### config.mk
export PLATFORM = sky130hd
export DESIGN_NAME = if_fetch_unit
export DESIGN_NICKNAME = d
export VERILOG_FILES = /design/src/rtl/if_fetch_unit_pkg.sv /design/src/rtl/if_fetch_fifo.sv /design/src/rtl/if_fetch_unit.sv
export SDC_FILE = /design/constraint.sdc
export NUM_CORES = 1
export LEC_CHECK = 0
export CORE_MARGIN = 10
export CORE_UTILIZATION = 50
export DETAILED_ROUTE_END_ITERATION = 8
export PLACE_DENSITY = 0.77
export SYNTH_ARGS = -nofsm -noshare
export SYNTH_HDL_FRONTEND = slang
export SYNTH_SLANG_ARGS = --single-unit
### constraint.sdc
create_clock -name clk -period 6.32 [get_ports clk]
set_input_delay 1.264 -clock clk [delete_from_list [all_inputs] [get_ports clk]]
set_output_delay 1.264 -clock clk [all_outputs]
set_load 0.02 [all_outputs]
### src/rtl/if_fetch_unit_pkg.sv
// if_fetch_unit_pkg: shared state type and constants for the instruction fetch unit
package if_fetch_unit_pkg;
  typedef enum logic [1:0] {IDLE, RUN, FLUSH} fetch_state_e;
  localparam int PC_INC = 4;
  localparam logic [31:0] DEFAULT_RESET_PC = 32'h0000_0000;
endpackage

### src/rtl/if_fetch_fifo.sv
// if_fetch_fifo: power-of-two circular buffer with synchronous clear and occupancy count
module if_fetch_fifo #(
  parameter int W = 64,
  parameter int DEPTH = 2
) (
  input  logic                   clk,
  input  logic                   reset_n,
  input  logic                   clear,
  input  logic                   push,
  input  logic                   pop,
  input  logic [W-1:0]           push_data,
  output logic [W-1:0]           head,
  output logic [$clog2(DEPTH):0] count
);
  localparam int AW = $clog2(DEPTH);
  logic [W-1:0] mem [DEPTH];
  logic [AW-1:0] rd_ptr, wr_ptr;
  assign head = mem[rd_ptr];
  always_ff @(posedge clk or negedge reset_n)
    if (!reset_n) begin
      rd_ptr <= '0;
      wr_ptr <= '0;
      count <= '0;
    end else if (clear) begin
      rd_ptr <= '0;
      wr_ptr <= '0;
      count <= '0;
    end else begin
      if (push) wr_ptr <= wr_ptr + AW'(1);
      if (pop) rd_ptr <= rd_ptr + AW'(1);
      count <= count + (AW+1)'(push) - (AW+1)'(pop);
    end
  always_ff @(posedge clk)
    if (push && !clear) mem[wr_ptr] <= push_data;
endmodule

### src/rtl/if_fetch_unit.sv
// if_fetch_unit: sequential instruction fetch with bounded outstanding requests,
// a small decode buffer and redirect flushing of in-flight responses
module if_fetch_unit
  import if_fetch_unit_pkg::*;
#(
  parameter int              XLEN      = 32,
  parameter logic [XLEN-1:0] RESET_PC  = XLEN'(DEFAULT_RESET_PC),
  parameter int              BUF_DEPTH = 2,
  parameter int              MAX_OUTST = 2
) (
  input  logic            clk,
  input  logic            reset_n,
  input  logic            go,
  input  logic            redirect,
  input  logic [XLEN-1:0] redirect_pc,
  output logic            imem_req_valid,
  input  logic            imem_req_ready,
  output logic [XLEN-1:0] imem_req_addr,
  input  logic            imem_rsp_valid,
  input  logic [XLEN-1:0] imem_rsp_data,
  output logic            id_valid,
  input  logic            id_ready,
  output logic [XLEN-1:0] id_inst,
  output logic [XLEN-1:0] id_pc,
  output logic            do_stall
);
  localparam int CW = $clog2(BUF_DEPTH) + 1;
  fetch_state_e state;
  logic [XLEN-1:0] pc, rsp_pc;
  logic [CW-1:0] outst, disc, occ;
  logic [CW:0] inflight;
  logic [2*XLEN-1:0] head;
  logic req_fire, push, pop;
  // Reserving buffer space at issue time means a response can never be refused.
  assign inflight = outst + occ;
  assign imem_req_valid = state == RUN && go && !redirect &&
                          inflight < (CW+1)'(BUF_DEPTH) && outst < CW'(MAX_OUTST);
  assign imem_req_addr = pc;
  assign req_fire = imem_req_valid && imem_req_ready;
  assign push = imem_rsp_valid && state != FLUSH && !redirect;
  assign pop = id_valid && id_ready && !redirect;
  assign id_valid = occ != '0;
  assign id_inst = id_valid ? head[XLEN-1:0] : '0;
  assign id_pc = id_valid ? head[2*XLEN-1:XLEN] : '0;
  assign do_stall = state == FLUSH || (go && !id_valid);
  if_fetch_fifo #(.W(2*XLEN), .DEPTH(BUF_DEPTH)) u_fifo (
    .clk, .reset_n, .clear(redirect), .push, .pop,
    .push_data({rsp_pc, imem_rsp_data}), .head, .count(occ)
  );
  always_ff @(posedge clk or negedge reset_n)
    if (!reset_n) begin
      state <= IDLE;
      pc <= RESET_PC;
      rsp_pc <= RESET_PC;
      outst <= '0;
      disc <= '0;
    end else begin
      outst <= outst + CW'(req_fire) - CW'(imem_rsp_valid);
      if (redirect) begin
        pc <= redirect_pc;
        rsp_pc <= redirect_pc;
      end else begin
        if (req_fire) pc <= pc + XLEN'(PC_INC);
        if (push) rsp_pc <= rsp_pc + XLEN'(PC_INC);
      end
      // While flushing, every response belongs to the abandoned stream.
      if (state == FLUSH) begin
        disc <= disc - CW'(imem_rsp_valid);
        if (imem_rsp_valid && disc == CW'(1)) state <= go ? RUN : IDLE;
      end else if (redirect) begin
        disc <= outst - CW'(imem_rsp_valid);
        state <= outst != CW'(imem_rsp_valid) ? FLUSH : go ? RUN : IDLE;
      end else if (state == IDLE) begin
        if (go) state <= RUN;
      end else if (!go && outst == '0) begin
        state <= IDLE;
      end
    end
endmodule

==> flow_summary.toml <==
[outcome]
status = "complete, no violations"

[power_and_ir_drop]
ir_drop_mv = 0.212
leakage_nw = 4.15
power.density_mw_per_mm2 = 361

[grt]
grt_max_degree = 75
grt_pass1_vias = 6366
grt.total_usage = 0.170
grt_pass1_wl_mm = 33.5
antenna_found_initial = 0
grt_overflow = 0

[final_layout]
syn2layout_area_growth_pct = 28.7
antenna_cells = 0
drive_above_1_share = 0.0789
final_util = 0.651
fin_nets = 964

[cts]
insertion_delay_ps = 500
cts_tree = "built"
clockBufferDepth = 3
numCtsBuffers = 22
clkTransAtPathRegs_ps = 60
cts_root_buf = "clkbuf_16"
cts.sinks = 202
htree_levels = 1
post_cts_buffers = 0
cts-resized-gates = 0
holdBufCountCts = 0

[floorplan]
num_io_pins = 170
start_util = 0.506
num_rows = 49
core_mm2 = 0.0179
die-area_mm2 = 0.0239
die_height_um = 155
dieWidth_um = 155

[worst_setup_path]
cp_cell_sequence = "clkdlybuf4s50_1 > and4bb_1 > nor4b_1 > clkdlybuf4s50_1"
crit_arrival_ps = 2950
endpoint_kind = "primary output"
path_class = "input pin to primary output"
r2r_slack_ps = 3100
cp-start-kind = "input pin"
max_stage_delay_ps = 660
critPathRequiredTime_ps = 5060
crit_path_max_fanout = 4
crit_top_cell = "clkdlybuf4s50_1"
cp_slowest_cell = "clkdlybuf4s50_1"

[timing]
slew-limit-headroom = 0.252
max_freq_ghz = 0.237
whs_ps = 469
rsz0062_at_grt = "no"
period_minus_slack_ps = 4210
finalMaxSlewViolations = 0
skew_ps = 6.24
fin_ws_ps = 2110
final-setup-viol-count = 0
tns_ps = 0
max_slew.worst_pin.slew_ps = 1110
min_period_over_period = 0.667
hold_viol = 0

[synthesis]
synthFlopType = "edfxtp_1"
syn_avg_cell_area_um2 = 12.5
synthArstFlopShare = 0.366
synthCells = 723
yosys.area.top_type = "edfxtp_1"
syn-num-nets = 803
synth_edf_count = 128
yosysWarnings = 0
synth_top_area_frac = 0.425
synth-seq-cells = 202
yosysMostFrequentCell = "edfxtp_1"
ys_seq_area_frac = 0.629
synthTopCellsByArea = "edfxtp_1 42%, dfrtp_1 20%, mux2i_1 7.2%"
synth_top_cells_by_count = "128 x edfxtp_1, 88 x nor2_1, 74 x dfrtp_1, 65 x mux2i_1, 53 x nand2_1"
syn_area_mm2 = 0.00905
yosysUniqueCellTypes = 60

[job]
maxCapViolations = 0

[placed_design]
gp_congestion = 0.846
detailed_place_hpwl_mm = 14.3
port_buffers = 169
pre_cts_ws_ps = 2100

[drt]
drc = 0
first_iter_violations = 299
wl_per_cell_um = 18.7
postRouteAntennaNets = 0
detail_route.first_pass.iterations = 4
drt-total-wl_mm = 21.1
dr_total_vias = 6271
vias_per_cell = 5.55

[hold_path]
hp-class = "flip-flop to flip-flop"
[report_power, final]
part / total (mW) / switching [mW] / internal [mW]
Sequential: 1.73 / 0.146 / 1.58
Combinational: 1.18 / 0.650 / 0.529
Clock: 1.30 / 0.501 / 0.794
[flip-flops by register name (all words and copies together) (netlist names)]
register and cells:
u_fifo.rd_ptr 1, rsp_pc 32, outst 2, disc 2, u_fifo.wr_ptr 1, state 2
u_fifo.count 2, imem_req_addr 32, u_fifo.mem 128
[path summary, 6_finish.rpt]
| kind | from | end | cells past startpoint |
|---|---|---|---|
| worst max register to register | outst[1] | outst[1] | 9 |
| min in group asynchronous | reset_n | imem_req_addr[26] | 1 |
| max in group asynchronous | reset_n | u_fifo.rd_ptr | 1 |
| worst min register to register | rsp_pc[0] | u_fifo.mem[0][32] | 0 |
| worst max-delay path | go | imem_req_valid | 4 |
| worst min-delay path | rsp_pc[0] | u_fifo.mem[0][32] | 0 |
[area by class of cell]
type,instances,area (µm²)
Clock buffer,30,643
Clock inverter,10,101
Fill cell,1407,6260
Inverter,20,75.1
Multi-Input combinational cell,464,3120
Sequential cell,202,5700
Tap cell,229,287
Timing Repair Buffer,174,1720
[cells by family (layout without fill, tap and decap cells)]
logic type / count (synthesis) / count (layout) / synth area share
adder cells (fa/ha/maj): 9 / 9 / 0.0133
flip-flops: 202 / 202 / 0.629
XOR/XNOR: 43 / 43 / 0.0416
buffers and inverters: 57 / 234 / 0.0283
AO/OA/AOI/OAI: 84 / 84 / 0.0592
multiplexers: 74 / 74 / 0.0831
AND/OR/NAND/NOR: 254 / 254 / 0.145
[worst max-delay path: cells and delay by family]
kind	cells	cell delay (ps)
buffers and inverters	2	1190
and+or+nand+nor	2	490
[through the flow]
step / power, mW / cells / instance area (µm²)
after global routing: 4.41 / 1129 / 11600
after floorplan: 2.40 / 723 / 9060
after detailed placement: 2.95 / 1089 / 10900
after global placement: 2.92 / 1089 / 10900
after CTS: 4.25 / 1129 / 11600
final: 4.20 / 1129 / 11600
[metal layers]
layer | vias to the layer above | wire length, µm | global-route usage
li1 | 2969 | - | -
met1 | 3020 | 9520 | 0.230
met2 | 248 | 9380 | 0.259
met3 | 34 | 1840 | 0.0521
met4 | 0 | 371 | 0.0459
met5 | - | 0 | 0
[layout by cell type (no fill, tap or decap), drive strengths merged, types with 4 or more instances in the layout]
| cell type | Yosys | routed |
|---|---|---|
| and3 | 9 | 9 |
| nand2 | 53 | 53 |
| clkdlybuf4s50 | 0 | 167 |
| xnor2 | 25 | 25 |
| ha | 8 | 8 |
| dfrtp | 74 | 74 |
| clkbuf | 22 | 30 |
| buf | 13 | 7 |
| xor2 | 18 | 18 |
| nand3 | 30 | 30 |
| o21ai | 35 | 35 |
| mux2 | 9 | 9 |
| mux2i | 65 | 65 |
| nor3 | 10 | 10 |
| o311ai | 9 | 9 |
| a31oi | 7 | 7 |
| a21oi | 10 | 10 |
| nand2b | 4 | 4 |
| clkinv | 0 | 7 |
| nor2 | 88 | 88 |
| edfxtp | 128 | 128 |
| nor4 | 13 | 13 |
| inv | 20 | 21 |
| and2 | 7 | 7 |
| nand4 | 19 | 19 |
| o211ai | 9 | 9 |
(Power assumes the default switching activity.)
